<file path="config.mk">
export PLATFORM = sky130hd
export DESIGN_NAME = tpu_frontend_stream
export DESIGN_NICKNAME = d
export VERILOG_FILES = /design/src/rtl/tpu_frontend_stream.sv
export SDC_FILE = /design/constraint.sdc
export NUM_CORES = 1
export LEC_CHECK = 0
export ABC_AREA = 1
export BUFFER_PORTS_ARGS = -buffer_cell sky130_fd_sc_hd__buf_2
export CORE_MARGIN = 8
export CORE_UTILIZATION = 30
export CTS_CLUSTER_DIAMETER = 40
export DETAILED_ROUTE_END_ITERATION = 10
export SLEW_MARGIN = 20
export SYNTH_ARGS = -nofsm -noshare
export SYNTH_HDL_FRONTEND = slang
export SYNTH_SLANG_ARGS = --single-unit
</file>
<file path="constraint.sdc">
create_clock -name clock -period 1.55 [get_ports clock]
set_input_delay 0.0775 -clock clock [delete_from_list [all_inputs] [get_ports clock]]
set_output_delay 0.0775 -clock clock [all_outputs]
set_load 0.03 [all_outputs]
</file>
<file path="src/rtl/tpu_frontend_stream.sv">
// tpu_frontend_stream: TPU instruction front-end that parses header and thread-ID words, then
// writes the following instructions into the instruction buffer with back-pressure, abort and drain.
module tpu_frontend_stream #(
   parameter int INSTR_W      = 32,
   parameter int ID_W         = 8,
   parameter int NUM_ID_WORDS = 2,
   parameter int DEPTH        = 16,
   parameter int ISSUE_W      = 4
) (
   input  logic                         clock,
   input  logic                         reset,
   input  logic                         I_En_Exe,
   input  logic                         I_Req,
   input  logic [INSTR_W-1:0]           I_Instr,
   input  logic [ISSUE_W-1:0]           I_IssueNo,
   output logic                         O_Ready,
   input  logic                         I_Full,
   input  logic                         I_Nack,
   input  logic                         I_Term,
   output logic                         O_We,
   output logic [$clog2(DEPTH)-1:0]     O_Addr,
   output logic [INSTR_W-1:0]           O_Instr,
   output logic                         O_Wr_End,
   output logic [$clog2(DEPTH+1)-1:0]   O_Count,
   output logic [NUM_ID_WORDS*ID_W-1:0] O_ThreadID,
   output logic [ISSUE_W-1:0]           O_IssueNo,
   output logic                         O_Term,
   output logic                         O_Nack,
   output logic                         O_Busy
);
   localparam int AW = $clog2(DEPTH);
   localparam int CW = $clog2(DEPTH+1);
   localparam int IW = $clog2(NUM_ID_WORDS+1);
   typedef enum logic [2:0] {IDLE, HDR, LOAD, DRAIN, WAIT_TERM} state_t;
   state_t state, state_nxt;
   logic [AW-1:0] wptr;
   logic [IW-1:0] idx;
   logic beat, v, hdr_beat, id_beat, abort, wr, wend, term;
   always_comb begin
      O_Ready = (state == IDLE)  ? I_En_Exe :
                (state == HDR)   ? 1'b1 :
                (state == LOAD)  ? ~I_Full :
                (state == DRAIN) ? 1'b1 : 1'b0;
      beat     = I_Req & O_Ready;
      v        = I_Instr[INSTR_W-1];
      hdr_beat = (state == IDLE) & beat & v;
      id_beat  = (state == HDR) & beat & v;
      // nack wins over everything in LOAD; overflow only when a real instruction arrives at a full count
      abort    = (state == LOAD) & (I_Nack | (beat & v & (O_Count == CW'(DEPTH))));
      wr       = (state == LOAD) & ~abort & beat & v;
      wend     = (state == LOAD) & ~I_Nack & ~I_Req & (O_Count != '0);
      term     = (state == WAIT_TERM) & I_Term;
   end
   always_comb begin
      state_nxt = state;
      case (state)
         IDLE:      state_nxt = hdr_beat ? HDR : IDLE;
         HDR:       state_nxt = (id_beat && idx == IW'(NUM_ID_WORDS-1)) ? LOAD : HDR;
         LOAD:      state_nxt = abort ? DRAIN : wend ? WAIT_TERM : LOAD;
         DRAIN:     state_nxt = I_Req ? DRAIN : IDLE;
         WAIT_TERM: state_nxt = term ? IDLE : WAIT_TERM;
         default:   state_nxt = IDLE;
      endcase
   end
   always_ff @(posedge clock) begin
      if (reset) state <= IDLE;
      else       state <= state_nxt;
   end
   always_ff @(posedge clock) begin
      if (reset) begin
         O_We       <= 1'b0;
         O_Wr_End   <= 1'b0;
         O_Term     <= 1'b0;
         O_Nack     <= 1'b0;
         O_Addr     <= '0;
         O_Count    <= '0;
         O_Instr    <= '0;
         O_ThreadID <= '0;
         O_IssueNo  <= '0;
         wptr       <= '0;
         idx        <= '0;
      end else begin
         O_We     <= wr;
         O_Wr_End <= wend;
         O_Term   <= term;
         O_Nack   <= abort;
         if (hdr_beat) begin
            O_IssueNo  <= I_IssueNo;
            O_Count    <= '0;
            O_Addr     <= '0;
            O_ThreadID <= '0;
            wptr       <= '0;
            idx        <= '0;
         end
         if (id_beat) begin
            O_ThreadID[idx*ID_W +: ID_W] <= I_Instr[ID_W-1:0];
            idx <= idx + 1'b1;
         end
         if (wr) begin
            O_Instr <= I_Instr;
            O_Addr  <= wptr;
            wptr    <= wptr + 1'b1;
            O_Count <= O_Count + 1'b1;
         end
         if (abort) begin
            O_IssueNo  <= '0;
            O_ThreadID <= '0;
         end
      end
   end
   assign O_Busy = (state != IDLE);
endmodule
</file>
==> impl_summary.md, run 1 <==
Run status
The flow ran to the end, and the final reports show no timing, DRC or antenna violations.

Detailed routing
After the first detailed-routing iteration, the DRC count stood at 139. For this run, the detailed router's first-pass iteration total came to 4. Across all layers, the routed design uses approximately 3300 vias. In the routed layout, each cell is associated on average with a via count of 4.49.

The post-detailed-route wirelength per cell is 12.9 um. In the routed design, unresolved DRC markers number 0. The number of nets with antenna violations after routing is 0. The post-detailed-routing wire length is between 9 and 10 mm.

STA
On the final layout, the worst hold slack is 2.99 ps. The setup TNS is 0 ps. Timing would allow up to 670 MHz. The number of pins exceeding their max-slew limit in the final report is 0. Clock skew on the completed layout was measured at 7.32 ps. The worst slew slack as a fraction of its limit is between 70% and 80%.

After layout, the minimum clock period comes to 1490 ps. The share of the clock period used by the worst path is 96.3%. The final-report hold violation count came to 0.

At the pin with the least slew margin, the transition time is 329 ps. Setup violations remaining at the end of the flow were counted as 0.

Critical path
The longest individual stage delay on the worst path is 370 ps. Along the worst path, the maximum fanout reaches 8. The worst setup path category is reg -> reg. The startpoint identified for the worst register-to-register timing path is state[0]. Across all register-to-register paths, the minimum setup slack is between 50 and 60 ps. The critical path goes through nor3_4 -> nand2_2 -> nor2_4 -> nand2_4 -> buf_8 -> clkbuf_16 -> o21ai_0 -> nor2_1.

The endpoint type of the worst setup path is a register. The cell depth of the worst flop-to-flop path is 8. The worst setup path is launched from a register. The critical path's slowest cell is dfxtp_4. For the worst setup path, the data required time is 1780 ps. For the worst setup path, the data arrival time is 1730 ps. In this run the critical register-to-register path is captured at O_Instr[13].

Hold path
In this run the most critical hold path is launched from I_Instr[24]. The endpoint with the worst hold slack is O_Instr[24]. The path type of the worst min-delay path is in -> reg. The worst hold path was traced through 3 stages.

Clock network
The library cell used as clock root buffer is clkbuf_8. For the worst-skew pair, the clock arrives at the later sink with an insertion delay of 340 ps. The CTS buffer count is 9. The CTS sink count is 74. TritonCTS built the clock tree. After clock tree synthesis, the clock-pin slew on the worst setup and hold paths is 80 ps. The count of H-tree levels built during CTS is 3. The maximum buffer depth of the clock tree is 2.

Job
The max capacitance violation total is 0.

Synth
The library cell with the largest summed area after synthesis is dfxtp_1. Ranked by instance count, the synthesized netlist is headed by 99 x nor2_1, 81 x nand2_1, 74 x dfxtp_1, 32 x inv_1, 22 x nand3_1. The post-synthesis register bit count is 74. The synthesized instance count is approximately 430. Ranked by total cell area, the synthesized netlist is headed by dfxtp_1 47%, nor2_1 12%, nand2_1 9.6%, inv_1 3.8%, nand3_1 3.5%. The synthesis warning total is 0.

In this run, synthesis inferred 0 flip-flops with an integrated enable. The cell area after synthesis is 0.00318 mm2. The net count after synthesis is 475.

Among all flip-flop cells after synthesis, the most frequent one is dfxtp_1. The share of async-settable or async-resettable flops after synthesis is 0%. Counting distinct cell types in the post-synthesis netlist gives 29. Summing the sequential cell areas from Yosys gives 46.7% of the chip area.

The library cell with the highest instance count after synthesis is nor2_1. The mean instance size in the synthesized netlist is 7.45 um2. The proportion of netlist area held by the largest area contributor is between 40% and 50%.

Final layout
The number of nets in the final layout is 636. The count of antenna diodes in the layout is 0. Relative to the synthesized area, the layout overhead comes to 47.3%. The number of fill cells in the layout is 1068.

In the final layout, the share of cells above drive strength 1 is 33.3%.

Global routing
The via count of the first global-routing pass is 3172. The initial antenna violation count is 0. Global routing used 13.0% of the available tracks across all layers. Entering global routing, the biggest net connects 35 pins. The global-route wire length before repair is 15.2 mm. The total overflow left after global routing is 0.

Floorplan
After floorplanning, the core was divided into 37 placement rows. The floorplan die height is 119 um. The number of I/O pins is 110. The placeable core area is around 0.010 mm2. The floorplan die area is between 0.01 and 0.015 mm2. For this configuration, the core starts out at a cell density of 30.8%. The horizontal extent of the die is roughly 120 um.

Placement
The count of buffers added on input and output ports is 109. The detailed-placement wirelength estimate is about 6.8 mm. At the end of routability-driven placement, the weighted congestion stood at 0.806.

Pwr
The cell leakage power is 2.24 nW. In this run the power density over the cells is 827 mW/mm2. VDD sags by at most between 0.0005 and 0.0006 V.
## cells in the final DEF, fill, tap and decap left out, drive strengths merged
cell         synthesis  final
nand3b               3      3
nor2               103    103
inv                 37     37
xor2                 2      2
clkbuf               6     11
bufinv               0      2
nor3b                1      1
a21oi               18     18
ha                   6      6
nand4                9      9
dfxtp               74     74
o211ai               1      1
o21ai               40     40
nand2               85     85
dlygate4sd3          0     27
buf                 14    142
nor3                 2      2
nor4                 1      1
clkinv               0      3
nand3               23     23
and3                 1      1
## kinds of logic after synthesis
logic type	share of synthesized area [%]
DFF	46.7
buffers and inverters	9.26
and+or+nand+nor	31.8
AOI/OAI and AO/OA	9.38
xor gates and xnor gates	0.552
adders and majority gates	2.36
## registers in the layout, indices dropped and copies added, names as in the netlist, 2 cells and up
signal      count
O_Addr          4
O_Count         5
O_Instr        32
O_IssueNo       4
O_ThreadID     16
idx             2
state           3
wptr            4
## where the power goes
part,switching [mW],internal [mW]
combinational,0.161,0.153
sequential,0.00562,1.90
clock,0.709,0.939
## what timing repair did
item	CTS	global route
gates cloned	0	1
pin swaps	2	7
endpoints found under the hold margin	27	0
buffers inserted	0	2
resized for setup	12	33
hold buffers	27	0
endpoints found under the setup margin	62	67
## final cells by class
| class | count | area, um2 | area share, % |
|---|---|---|---|
| flip-flops and latches | 74 | 1500 | 32.0 |
| multi-input cells | 295 | 1490 | 31.9 |
| repair buffers | 170 | 1150 | 24.6 |
| well taps | 136 | 170 | 3.64 |
| inverters | 37 | 154 | 3.29 |
| clock buffers | 10 | 138 | 2.94 |
| clock inverters | 5 | 78.8 | 1.68 |
## worst max-delay path, delay by kind of cell (launching register included)
kind	cells	cell delay, ps
buf+inv	2	310
simple gates	5	570
compound gates	1	140
flops	1	370
## metal layers
layer	vias to the layer above	track usage (%)	routed length, um	share of wire (%)
li1	1675	-	-	-
met1	1484	15.4	4210	45
met2	90	21.7	4460	47
met3	14	4.87	585	6.2
met4	0	3.56	143	1.5
met5	-	0	0	0
## stage by stage
stage	std cells	power, mW	area [um2]	utilization [%]	setup slack (ps)
final	727	3.87	4680	45.3	57.7
after global routing	727	4.06	4680	45.3	-8.90
after CTS	724	3.91	4550	44.0	0.518
after detailed placement	682	2.20	4030	39.0	-161
after global placement	682	2.20	4030	39.0	-72.2
after floorplan	426	2.07	3190	-	1.63
## worst max path at each step
stage                          start        endpoint  slack (ps)  depth (start not counted)
after floorplan             state[0]  O_ThreadID[15]           2                         10
after global placement    O_Count[0]         wptr[2]         -70                          9
after detailed placement  O_Count[0]      O_Count[2]        -160                          9
after CTS                 O_Count[0]         wptr[2]         0.5                          9
after global routing        state[0]         wptr[0]          -9                          9
final                       state[0]     O_Instr[13]          60                          8
(Power assumes the default switching activity.)
==> run 2: changes to the inputs <==
--- a/config.mk
+++ b/config.mk
@@ -11,6 +11,7 @@
 export CORE_UTILIZATION = 30
 export CTS_CLUSTER_DIAMETER = 40
 export DETAILED_ROUTE_END_ITERATION = 10
+export GPL_TIMING_DRIVEN = 0
 export SLEW_MARGIN = 20
 export SYNTH_ARGS = -nofsm -noshare
 export SYNTH_HDL_FRONTEND = slang
==> impl_summary.md, run 2 (synthesis gave the netlist of run 1 again) <==
Final layout
The post-synthesis to final-layout area growth came to 51.2% (was 47.3%). Top flop regs: O_Instr (32), O_ThreadID (16), O_Count (5) (unchanged). The number of nets in the final layout is 640 (was 636). The most common cell after layout, fill and taps aside is buf_2 (unchanged). The final core utilization is 46.5% (was 45.3%). The register with the highest flop count is O_Instr (unchanged). The count of antenna diodes in the layout is 0 (unchanged). The summed area of non-filler cells in the final layout is 0.00480 mm2 (was 0.00468 mm2). The number of flip-flops under the largest register name is 32 (unchanged). The number of cells in the finished layout apart from fillers is 732 (was 727).

The fraction of layout instances using a drive strength above 1 is 36.6% (was 33.3%). Commonest non-fill, non-tap cells in the layout: 109 x buf_2, 95 x nor2_1, 75 x nand2_1 (was 109 x buf_2, 95 x nor2_1, 77 x nand2_1).

Floorplan
The number of I/O pins is 110 (unchanged). The placeable core area is 0.0103 mm2 (unchanged). The starting density of the core is 30.8% (unchanged). The floorplan die height came to 119 um (unchanged).

The number of placement rows was 37 (unchanged). The horizontal extent of the die is 119 um (unchanged). The floorplan die area is 0.0141 mm2 (unchanged).

Clock network
The maximum buffer depth of the clock tree is 2 (unchanged). The latest clock arrival within the worst-skew pair is 340 ps (about the same). The CTS buffer count is 9 (unchanged).

The CTS tree is yes (unchanged). The library cell used as clock root buffer is clkbuf_8 (unchanged). The clock transition time at the flip-flop clock pins of the worst setup and hold paths came to 80 ps (about the same).

The count of H-tree levels built during CTS is 3 (unchanged). The CTS sink count is 74 (unchanged).

STA
The worst setup margin is -20.7 ps (was 57.7 ps). The share of the clock period used by the worst path is 101% (was 96.3%). Setup repair after global routing could not meet its margin everywhere. The final-report hold violation count is 0 (unchanged). The fmax is 637 MHz (was 670 MHz).

The minimum clock period was 1570 ps (was 1490 ps). The number of failing setup endpoints in the final timing report is 10 (was 0). The number of pins exceeding their max-slew limit in the final report is 0 (unchanged). The worst slew slack as a fraction of its limit is 64.0% (was 78.0%). The slew of the pin with the lowest slew margin is 540 ps (was 329 ps). The setup skew after layout was 7.52 ps (was 7.32 ps).

Pwr
The power density over cell area came to 763 mW/mm2 (was 827 mW/mm2). The cell leakage power came to 2.27 nW (was 2.24 nW). The peak ir drop on the vdd network is 0.000419 V (was 0.000543 V).

Global routing
The via count of the first global-routing pass is 3214 (was 3172). The global router's overall resource usage is 13.6% (was 13.0%). The initial antenna violation count is 0 (unchanged). The global-route wire length before repair came to 15.8 mm (was 15.2 mm). The largest net degree at the start of global routing is 14 (was 35). The total global routing overflow is 0 (unchanged).

Placement
The number of buffers inserted by port buffering was 109 (unchanged). The count of placed standard cells including taps is 671 (was 682). The detailed-placement wirelength estimate is 6.94 mm (was 6.77 mm).

The instance area at placement was 0.00390 mm2 (was 0.00403 mm2). The last weighted congestion value of the routability-driven placer came to 0.806 (about the same). The worst slack at placement is -160 ps (was -161 ps).

Detailed routing
The number of violations reported at the end of detailed-routing iteration 0 was 166 (was 139). The number of iterations in the first detailed-routing pass is 4 (unchanged). The post-route DRC violation count is 0 (unchanged). The total via count after detailed routing is 3297 (was 3263). The number of nets with antenna violations after routing is 0 (unchanged).

The via density per instance is 4.50 (was 4.49). The post-detailed-routing wire length was 9.93 mm (was 9.40 mm). The post-detailed-route wirelength per cell is 13.6 um (was 12.9 um).

Critical path
The required time at the endpoint of the critical path is 1780 ps (about the same). The type of element launching the critical path was a register (unchanged). The endpoint type of the worst setup path was a register (unchanged). The maximum fanout encountered on the critical timing path came to 10 (was 8). The worst path arrival time is 1800 ps (was 1730 ps).

The worst setup path category is reg -> reg (unchanged).

Run status
The checks that failed: setup timing. Result of the run: complete, but fails checks (was completed).

Job
The max capacitance violation total came to 0 (unchanged).

Hold path
The path type of the worst min-delay path is in -> reg (unchanged).
-- run 2: cell count changes in the layout (fill, tap and decap cells not counted), sizes merged --
cell	delta
clkinvlp	+2
clkbuf	+6
dlygate4sd3	+2
bufbuf	+1
bufinv	-2
clkinv	+1
buf	-5
-- run 2: worst max-delay path: stages (launching register included) --
cell,delay [ps]
dfxtp_4,380
inv_4,60
nor3_4,230
nand2_2,100
nor2_4,150
nand2_4,80
buf_8,150
buf_12,140
o21ai_1,120
nor2_1,50
-- run 2: metrics by stage --
| stage | total power, mW | setup TNS (ps) | hold slack (ps) |
|---|---|---|---|
| after CTS | 3.69 | 0 | 4.84 |
| after floorplan | 2.07 | 0 | 160 |
| after detailed placement | 2.18 | -5360 | 320 |
| final | 3.66 | -85.2 | 25.1 |
| after global routing | 3.83 | -2310 | 10.6 |
| after global placement | 2.18 | -3760 | 311 |
-- run 2: layout make-up --
type	count	area, um2
plain buffers	18	195
clock buffers	10	149
clock inverters	6	38.8
fillers	1042	5520
inverters	37	151
multi-input cells	295	1570
flip-flops and latches	74	1500
well taps	136	170
repair buffers	156	1030
-- run 2: path summary, 6_finish.rpt --
check,startpoint,endpoint,slack (ps),depth (start not counted)
worst max-delay path,state[1],O_Instr[5],-20,9
worst min-delay path,I_Instr[3],O_Instr[3],30,3
worst max register to register,state[1],O_Instr[5],-20,9
worst min register to register,O_Addr[1],O_Addr[1],460,2
-- run 2: repair_timing --
| item | 4_1_cts | 5_1_grt |
|---|---|---|
| buffers inserted | 10 | 5 |
| hold buffers | 29 | 0 |
| resized for setup | 24 | 59 |
| pin swaps | 8 | 12 |
| setup endpoints to repair | 63 | 69 |
| gates cloned | 1 | 2 |
| hold endpoints to repair | 29 | 0 |
-- run 2: power breakdown --
part	internal (mW)	leakage [nW]	switching, mW
combinational	0.158	1.58	0.175
clock	0.676	0.0936	0.746
sequential	1.90	0.600	0.00658
-- run 2: routing by layer --
layer / GRT usage (%) / share of wire, % / vias up
li1: - / - / 1687
met1: 16.3 / 45 / 1496
met2: 22.4 / 48 / 95
met3: 4.06 / 5.3 / 19
met4: 5.53 / 1.8 / 0
met5: 0 / 0 / -
==> run 3: changes to the inputs <==
--- a/config.mk
+++ b/config.mk
@@ -5,7 +5,6 @@
 export SDC_FILE = /design/constraint.sdc
 export NUM_CORES = 1
 export LEC_CHECK = 0
-export ABC_AREA = 1
 export BUFFER_PORTS_ARGS = -buffer_cell sky130_fd_sc_hd__buf_2
 export CORE_MARGIN = 8
 export CORE_UTILIZATION = 30
==> impl_summary.md, run 3 <==
Run status
Result of the run: complete, but fails checks (unchanged). Violations in the final reports: setup timing (unchanged).

Clock network
The CTS buffer count was 9 (unchanged). The CTS tree is yes (unchanged). The latest clock arrival within the worst-skew pair is 350 ps (was 340 ps). The library cell used as clock root buffer is clkbuf_8 (unchanged). The maximum buffer depth of the clock tree is 2 (unchanged). The CTS sink count came to 74 (unchanged). The clock transition time at the flip-flop clock pins of the worst setup and hold paths is 80 ps (about the same). The count of H-tree levels built during CTS is 3 (unchanged).

Pwr
The power dissipated by switching net loads was 0.959 mW (was 0.927 mW). The power density over cell area came to 770 mW/mm2 (was 763 mW/mm2). The relative contribution of the clock network to total power came to 41.3% (was 38.8%). The peak ir drop on the vdd network is 0.000521 V (was 0.000419 V).

The total power after layout was 3.89 mW (was 3.66 mW). The part of the total power dissipated in combinational logic is 9.7% (was 9.1%). The proportion of total power due to net switching was 24.7% (was 25.3%). The portion of total power attributed to sequential cells is 49.0% (was 52.1%). The cell leakage power was 2.19 nW (was 2.27 nW). The internal power summed over all cells came to 2.93 mW (was 2.74 mW).

Final layout
Commonest non-fill, non-tap cells in the layout: 109 x buf_2, 68 x dfxtp_1, 61 x nand2_1 (was 109 x buf_2, 95 x nor2_1, 75 x nand2_1). The number of nets in the final layout came to 571 (was 640). The post-synthesis to final-layout area growth is 73.4% (was 51.2%). The most common cell after layout, fill and taps aside is buf_2 (unchanged). The fraction of layout instances using a drive strength above 1 came to 47.4% (was 36.6%).

Top flop regs: O_Instr (32), O_ThreadID (16), O_Count (5) (unchanged). The count of antenna diodes in the layout is 0 (unchanged). The register with the highest flop count is O_Instr (unchanged). The number of cells in the finished layout apart from fillers is 660 (was 732). The number of flip-flops under the largest register name is 32 (unchanged).

STA
The final hold slack is 14.4 ps (was 25.1 ps). The worst setup margin came to -371 ps (was -20.7 ps). The number of pins exceeding their max-slew limit in the final report is 0 (unchanged). The slew of the pin with the lowest slew margin came to 622 ps (was 540 ps). The number of failing setup endpoints in the final timing report is 71 (was 10). Unrepaired setup endpoints after global routing: yes (unchanged). The worst slew slack as a fraction of its limit came to 58.5% (was 64.0%). The final-report hold violation count is 0 (unchanged). The share of the clock period used by the worst path is 124% (was 101%).

The setup skew after layout is 14.0 ps (was 7.52 ps). The fmax is 521 MHz (was 637 MHz). The minimum clock period is 1920 ps (was 1570 ps).

The setup TNS is -17660 ps (was -85.2 ps).

Critical path
The slack of the worst reg-to-reg path came to -370 ps (was -20 ps). The endpoint type of the worst setup path is a register (unchanged). The cell depth of the worst flop-to-flop path is 7 (was 9).

The worst path arrival time is 2190 ps (was 1800 ps). The worst setup path category is reg -> reg (unchanged). The end of the worst register-to-register path is O_Count[0] (was O_Instr[5]). The critical path capture point is O_Count[0] (was O_Instr[5]). The startpoint of the worst register-to-register path is state[0] (was state[1]).

The maximum fanout encountered on the critical timing path is 5 (was 10). The type of element launching the critical path is a register (unchanged). The required time at the endpoint of the critical path was 1820 ps (was 1780 ps).

The launch point of the worst path is state[0] (was state[1]).

Global routing
The total global routing overflow is 0 (unchanged). The global-route wire length before repair came to 16.0 mm (was 15.8 mm). The initial antenna violation count is 0 (unchanged). The via count of the first global-routing pass is 3116 (was 3214). The global router's overall resource usage is 15.5% (was 13.6%). The largest net degree at the start of global routing is 14 (unchanged).

Floorplan
The number of placement rows came to 36 (was 37). The starting density of the core came to 30.4% (was 30.8%). The horizontal extent of the die came to 115 um (was 119 um). The floorplan die area is 0.0131 mm2 (was 0.0141 mm2). The number of I/O pins is 110 (unchanged). The placeable core area is 0.00959 mm2 (was 0.0103 mm2). The floorplan die height came to 115 um (was 119 um).

Synth
The post-synthesis register bit count was 74 (unchanged). The primary flip-flop cell chosen by synthesis mapping was dfxtp_1 (unchanged). The mean instance size in the synthesized netlist is 8.50 um2 (was 7.45 um2). The number of enable-type register cells in the synthesized netlist is 0 (unchanged). The library cell with the largest summed area after synthesis is dfxtp_1 (unchanged). The sequential fraction of the synthesis area was 50.8% (was 46.7%). The net count after synthesis was 392 (was 475). The library cell with the highest instance count after synthesis is nand2_1 (was nor2_1). Leading cell types by total area after synthesis: dfxtp_1 51%, nand2_1 9.7%, a21oi_1 6.5%, a22oi_1 4.4%, nor2_1 3.9% (was dfxtp_1 47%, nor2_1 12%, nand2_1 9.6%, inv_1 3.8%, nand3_1 3.5%).

The proportion of netlist area held by the largest area contributor was 50.8% (was 46.7%). The synthesized instance count is 343 (was 426). Cell types with the highest counts after synthesis: 75 x nand2_1, 74 x dfxtp_1, 38 x a21oi_1, 30 x nor2_1, 18 x clkbuf_1 (was 99 x nor2_1, 81 x nand2_1, 74 x dfxtp_1, 32 x inv_1, 22 x nand3_1).

The unique cell type count in the Yosys netlist came to 39 (was 29). The cell area after synthesis is 0.00292 mm2 (was 0.00318 mm2). The share of async-settable or async-resettable flops after synthesis is 0% (unchanged). The synthesis warning total is 0 (unchanged).

Detailed routing
The number of nets with antenna violations after routing is 0 (unchanged). The post-detailed-routing wire length was 10.8 mm (was 9.93 mm). The total via count after detailed routing was 3201 (was 3297). The post-detailed-route wirelength per cell was 16.4 um (was 13.6 um). The via density per instance is 4.85 (was 4.50). The number of iterations in the first detailed-routing pass is 4 (unchanged). The post-route DRC violation count is 0 (unchanged). The number of violations reported at the end of detailed-routing iteration 0 is 144 (was 166).

Hold path
The path type of the worst min-delay path is in -> reg (unchanged).

Placement
The number of buffers inserted by port buffering is 109 (unchanged). The detailed-placement wirelength estimate came to 6.69 mm (was 6.94 mm). The count of placed standard cells including taps was 585 (was 671). The last weighted congestion value of the routability-driven placer is 0.817 (was 0.806).

Job
The max capacitance violation total is 0 (unchanged).
==> run 3: routing by layer <==
layer	part of all wire [%]	vias up	global-route usage, %	wire length, um
li1	-	1548	-	-
met1	42	1521	17.9	4540
met2	49	116	26.1	5310
met3	7.3	16	5.59	787
met4	1.7	0	4.79	188
met5	0	-	0	0
==> run 3: power by group through the flow <==
stage                     combinational, mW  clock (mW)  sequential (mW)
after global placement                0.208           0             1.95
after floorplan                      0.0909           0             1.97
final                                 0.377        1.61             1.91
after CTS                             0.325        1.64             1.91
after detailed placement              0.211           0             1.95
after global routing                  0.404        1.71             1.91
==> run 3: how the worst min path moves through the flow <==
stage,start,end,slack (ps),depth (start not counted)
3_5_place_dp,I_IssueNo[0],O_IssueNo[0],320,3
6_report,I_Instr[4],O_Instr[4],10,3
5_1_grt,I_Instr[4],O_Instr[4],8,3
3_3_place_gp,I_IssueNo[1],O_IssueNo[1],310,3
4_1_cts,I_Instr[4],O_Instr[4],0.1,3
2_1_floorplan,I_Instr[0],O_Instr[0],210,2
==> run 3: cells by family (layout without fill, tap and decap cells) <==
| logic type | after synthesis | after routing | share of synthesized area, % |
|---|---|---|---|
| AND/OR/NAND/NOR | 155 | 157 | 25.5 |
| flip-flops | 74 | 74 | 50.8 |
| AO/OA/AOI/OAI | 72 | 72 | 15.0 |
| buffers and inverters | 29 | 211 | 3.82 |
| adder cells (fa/ha/maj) | 6 | 6 | 2.58 |
| multiplexers | 4 | 4 | 1.37 |
| XOR/XNOR | 3 | 3 | 0.901 |
==> run 3: timing repair <==
action	in CTS	in global routing
gates cloned	5	5
pin swaps	10	33
hold endpoints to repair	34	0
gates resized for setup	72	73
setup buffers	13	9
setup endpoints to repair	73	71
hold buffers	30	0
==> run 3: cell type report <==
cell class              instances  area [um2]
well taps                     133         166
fillers                       887        4540
plain buffers                  17         216
flip-flops and latches         74        1500
clock inverters                 5        61.3
inverters                       9        38.8
repair buffers                169        1190
multi-input cells             242        1730
clock buffers                  11         153
==> run 3: worst max-delay path, cell delays in order, from the launching register on <==
cell and delay, ps:
dfxtp_4 350, or3b_4 420, buf_6 140, nor4_4 380, buf_6 210, clkbuf_16 170, nand2_2 60, a21oi_2 110
==> run 3: stage by stage <==
step | area [um2] | setup WS (ps) | util, %
global placement | 3680 | -556 | 38.3
finish | 5050 | -371 | 52.7
floorplan | 2960 | -433 | -
global route | 5050 | -415 | 52.7
CTS | 4680 | -291 | 48.8
detailed placement | 3680 | -606 | 38.3
